<file path="src/rtl/instruction_fetch_unit_pkg.sv">
// Shared definitions for the instruction fetch unit: parameter defaults, FSM and
// PC-control encodings, and the IF/ID pipeline register layout.
// Ports: none (package only).
package instruction_fetch_unit_pkg;

    localparam logic [31:0] DEF_RESET_PC  = 32'h0000_0000;
    localparam logic [31:0] DEF_HALT_WORD = 32'hFFFF_FFFF;
    localparam logic [31:0] DEF_NOP_WORD  = 32'h0000_0000;

    typedef enum logic [1:0] {
        ST_IDLE = 2'd0,
        ST_RUN  = 2'd1,
        ST_HALT = 2'd2
    } fetch_state_e;

    typedef enum logic [1:0] {
        PC_HOLD = 2'd0,
        PC_INC  = 2'd1,
        PC_LOAD = 2'd2
    } pc_op_e;

    typedef struct packed {
        logic [31:0] instr;
        logic [31:0] pc_plus4;
        logic        valid;
    } if_id_t;

    // Fetch addresses are always word aligned; the low two bits are dropped.
    function automatic logic [31:0] word_align(input logic [31:0] addr);
        return {addr[31:2], 2'b00};
    endfunction

endpackage

</file>
<file path="src/rtl/instruction_fetch_unit_program_counter.sv">
// Program counter register with hold / increment-by-4 / load controls.
// Ports: clk_i, reset_i (sync, active high), op_i (hold/inc/load), load_val_i, pc_o.
// Increment wraps modulo 2^32; loads are word-aligned here so the PC is never misaligned.
module program_counter
    import instruction_fetch_unit_pkg::*;
#(
    parameter logic [31:0] RESET_PC = DEF_RESET_PC
) (
    input  logic        clk_i,
    input  logic        reset_i,
    input  pc_op_e      op_i,
    input  logic [31:0] load_val_i,
    output logic [31:0] pc_o
);

    logic [31:0] pc_q;
    logic [31:0] pc_d;

    always_comb begin
        pc_d = pc_q;
        case (op_i)
            PC_INC:  pc_d = pc_q + 32'd4;
            PC_LOAD: pc_d = word_align(load_val_i);
            default: pc_d = pc_q;
        endcase
    end

    always_ff @(posedge clk_i) begin
        if (reset_i) begin
            pc_q <= RESET_PC;
        end else begin
            pc_q <= pc_d;
        end
    end

    assign pc_o = pc_q;

endmodule

</file>
<file path="src/rtl/instruction_fetch_unit.sv">
// Fetch stage: owns the PC, drives Address to async-read instruction memory and
// registers {Instruction, PC+4, Valid} into IF/ID (1-cycle latency).
// Ports: Clk, Reset (sync, active high), Address, Instruction, Stall, Redirect,
// RedirectTarget, IF_ID_Instruction, IF_ID_PCPlus4, IF_ID_Valid, Halted.
// Stall freezes PC and IF/ID; Redirect overrides Stall and halt and flushes IF/ID.
module instruction_fetch_unit
    import instruction_fetch_unit_pkg::*;
#(
    parameter logic [31:0] RESET_PC  = DEF_RESET_PC,
    parameter logic [31:0] HALT_WORD = DEF_HALT_WORD,
    parameter logic [31:0] NOP_WORD  = DEF_NOP_WORD
) (
    input  logic        Clk,
    input  logic        Reset,
    output logic [31:0] Address,
    input  logic [31:0] Instruction,
    input  logic        Stall,
    input  logic        Redirect,
    input  logic [31:0] RedirectTarget,
    output logic [31:0] IF_ID_Instruction,
    output logic [31:0] IF_ID_PCPlus4,
    output logic        IF_ID_Valid,
    output logic        Halted
);

    fetch_state_e state_q, state_d;
    if_id_t       if_id_q, if_id_d;
    pc_op_e       pc_op;
    logic [31:0]  pc;
    logic [31:0]  pc_plus4;

    program_counter #(
        .RESET_PC (RESET_PC)
    ) u_pc (
        .clk_i      (Clk),
        .reset_i    (Reset),
        .op_i       (pc_op),
        .load_val_i (RedirectTarget),
        .pc_o       (pc)
    );

    assign pc_plus4 = pc + 32'd4;

    always_comb begin
        state_d = state_q;
        if_id_d = if_id_q;
        pc_op   = PC_HOLD;
        if (Redirect) begin
            // Redirect wins over Stall and the halt sentinel in every state.
            pc_op   = PC_LOAD;
            if_id_d = '{instr: NOP_WORD, pc_plus4: 32'h0, valid: 1'b0};
            state_d = ST_RUN;
        end else begin
            case (state_q)
                ST_IDLE: begin
                    state_d = ST_RUN;
                end
                ST_RUN: begin
                    if (!Stall) begin
                        if_id_d = '{instr: Instruction, pc_plus4: pc_plus4, valid: 1'b1};
                        // The halt word itself retires downstream, but the PC parks on it.
                        if (Instruction == HALT_WORD) begin
                            state_d = ST_HALT;
                        end else begin
                            pc_op = PC_INC;
                        end
                    end
                end
                ST_HALT: begin
                    if_id_d = '{instr: NOP_WORD, pc_plus4: 32'h0, valid: 1'b0};
                end
                default: begin
                    state_d = ST_IDLE;
                end
            endcase
        end
    end

    always_ff @(posedge Clk) begin
        if (Reset) begin
            state_q <= ST_IDLE;
            if_id_q <= '{instr: NOP_WORD, pc_plus4: 32'h0, valid: 1'b0};
        end else begin
            state_q <= state_d;
            if_id_q <= if_id_d;
        end
    end

    assign Address           = word_align(pc);
    assign IF_ID_Instruction = if_id_q.instr;
    assign IF_ID_PCPlus4     = if_id_q.pc_plus4;
    assign IF_ID_Valid       = if_id_q.valid;
    assign Halted            = (state_q == ST_HALT);

endmodule

</file>
<file path="config.mk">
export PLATFORM = sky130hd
export DESIGN_NAME = instruction_fetch_unit
export DESIGN_NICKNAME = d
export VERILOG_FILES = /design/src/rtl/instruction_fetch_unit_pkg.sv /design/src/rtl/instruction_fetch_unit_program_counter.sv /design/src/rtl/instruction_fetch_unit.sv
export SDC_FILE = /design/constraint.sdc
export NUM_CORES = 1
export LEC_CHECK = 0
export ABC_AREA = 1
export CAP_MARGIN = 10
export CORE_UTILIZATION = 49
export CTS_BUF_LIST = sky130_fd_sc_hd__clkbuf_16
export CTS_CLUSTER_SIZE = 14
export DETAILED_ROUTE_END_ITERATION = 10
export MAX_ROUTING_LAYER = met4
export PLACE_DENSITY = 0.85
export RECOVER_POWER = 100
export SLEW_MARGIN = 10
export SYNTH_ARGS = -nofsm -noshare
export SYNTH_HDL_FRONTEND = slang
export SYNTH_SLANG_ARGS = --single-unit
</file>
<file path="constraint.sdc">
create_clock -name Clk -period 2.4 [get_ports Clk]
set_input_delay 0.48 -clock Clk [delete_from_list [all_inputs] [get_ports Clk]]
set_output_delay 0.48 -clock Clk [all_outputs]
set_load 0.02 [all_outputs]
</file>
==> out/metrics.csv <==
metric,value,unit
CTS Buf Count,9,
adder-cell area share of the yosys netlist,0.260,%
CP Capture Type,output pin,
Static Leak,0.00289,uW
worst hold path class,register to register,
CTS tree,done,
latest clock arrival within the worst-skew pair,0.34,ns
share of cells above drive strength 1,6.50,%
core area,9370,sq um
final setup margin,0.233,ns
reg2reg path depth,9,
Residual DRC,0,
dpl ws,0.223,ns
Post-Synthesis Cells,750,
Final Max Tran Viols,0,
Final Net Count,972,
Post-CTS Hold Buffers,0,
H-Tree Level Count,3,
worst-case clock buffer depth,2,
CTS Root Cell,clkbuf_16,
WL/cell,14.6,microns
vias in the first global route,4952,
"EDFF count, synth",0,
main combinational cell family by area after synthesis,simple AND/OR/NAND/NOR gates,
Post-synth ARST share,0,%
pin count of the biggest net entering global routing,34,
CP Launch Type,register,
XOR/XNOR Fraction of Synth Area,1.46,%
Overflow after GRT,0,
Die Y-Extent,101,microns
die area,10200,sq um
Post-Syn Area per Cell,6.41,sq um
TNS Setup,0,ns
Synth cell types,34,
Area Overhead vs Synth,42.6,%
RSZ-0062 raised after global routing,no,
Tcrit/Tclk final,90.3,%
CP Max Fanout,3,
Setup Skew,0.0105,ns
Synth area leaders,"dfxtp_1, nand2_1, a21oi_1",
required time of the critical path,1.92,ns
IO Port Bufs,161,
cell area after synthesis,4810,sq um
final setup fails,0,
Seq cells post-synth,96,
post-synthesis simple-gate area fraction,42.0,%
post-route ant nets,0,
final hold violation count,0,
# diodes,0,
total track usage,31.7,%
Yosys top cell by area,dfxtp_1,
Peak Freq,461,MHz
WS Path Type,register to output pin,
Placer Congestion,0.940,
Period minus WS final,2.17,ns
initial antenna violation count,0,
Initial Util,51.3,%
vias,5278,
warning count from the yosys run,0,
Hold Crit Depth,2,
top_reg_cell synth,dfxtp_1,
sequential area share after synthesis,39.9,%
"Reg clk slew, reported paths",0.07,ns
drt pass-1 iters,5,
VDD IR max,0.519,mV
mux contribution to synthesized area,0,%
pwr/cell area,533,nW/um^2
"commonest non-fill, non-tap cell in the layout",nand2_1,
Post-CTS Setup Inserts,0,
status,finished clean,
top-area cell type share of the netlist area,39.9,%
clock sink total,96,
Worst Tran Pin Value,1.06,ns
critical path arrival,1.69,ns
most frequent cells in the layout,"nand2_1, dlygate4sd3_1, dfxtp_1, nor2_1, a21oi_1",
max_cap viols,0,
initial DRC count,338,
die width,101,microns
Post-Route WL,15100,microns
wire length of the first global-routing pass,24400,microns
post-DP HPWL,11500,microns
compound-cell area share of the yosys netlist,10.2,%
IO Count,166,
Worst slew margin,29.6,%
Placement Rows,35,
PostCTS Resize Cnt,0,
Via density,5.09,
[registers in the layout (all words and copies together), names as in the netlist]
register / count
state_q: 2
IF_ID_Instruction: 32
u_pc.pc_o: 30
IF_ID_PCPlus4: 31
IF_ID_Valid: 1
[power breakdown]
part           total, uW  switching, uW  internal (uW)
logic                551            303            249
registers           1700           59.6           1640
clock network       1410            681            726
total               3660           1040           2610
[area by class of cell]
class,count,area (sq um)
multi-input combinational,586,2600
fill,791,2510
tap,129,161
timing repair buffer,180,1780
clock inverter,7,61.3
clock buffer,9,225
sequential,96,1920
inverter,30,113
[kinds of logic after synthesis]
family | count (synthesis)
compound gates | 95
xor+xnor | 8
fa+ha+maj | 1
buf+inv | 69
flops | 96
other cells | 1
simple gates | 480
[metrics by stage]
step | power (uW) | area (sq um) | util [%] | std cells | hold slack [ns]
2_1_floorplan | 2010 | 4810 | - | 751 | 0.532
3_3_place_gp | 2290 | 6590 | 70.4 | 1021 | 0.439
3_5_place_dp | 2300 | 6590 | 70.4 | 1021 | 0.453
4_1_cts | 3690 | 6880 | 73.4 | 1037 | 0.465
5_1_grt | 3800 | 6860 | 73.2 | 1037 | 0.477
6_report | 3660 | 6860 | 73.2 | 1037 | 0.457
[worst max-delay path, stage by stage (launching register included)]
cell,delay (ns)
dfxtp_1,0.38
inv_1,0.06
nor2_1,0.25
clkdlybuf4s50_1,0.67
[routing by layer]
| metal | GRT usage (%) | routed length (microns) | vias up |
|---|---|---|---|
| li1 | - | - | 2683 |
| met1 | 40.7 | 6610 | 2371 |
| met2 | 50.4 | 7000 | 200 |
| met3 | 6.31 | 1130 | 24 |
| met4 | 9.14 | 402 | 0 |
| met5 | - | 0 | - |
[final timing paths]
path,startpoint,endpoint,slack [ns]
worst max-delay path,state_q[1],Halted,0.23
worst min-delay path,IF_ID_Instruction[3],IF_ID_Instruction[3],0.46
worst max register to register,u_pc.pc_o[3],u_pc.pc_o[18],0.48
worst min register to register,IF_ID_Instruction[3],IF_ID_Instruction[3],0.46
[synthesized netlist by cell type (2+ instances only)]
library cell  instances
o21a_1                2
nand2_2               3
inv_2                 3
buf_4                 4
nand2_4               2
nand4_1               4
or2_0                 2
dfxtp_1              96
buf_1                 7
buf_2                 8
a21oi_1              83
nor2_4                4
nand2_1             301
clkbuf_1             19
nand3_1              55
nand3_2               3
nor2_2                9
xnor2_1               7
nor2_1               89
inv_1                26
o21ai_0               5
o21ai_1               2
nand3b_1              5
Note: power is estimated with default switching activity, not from simulation.
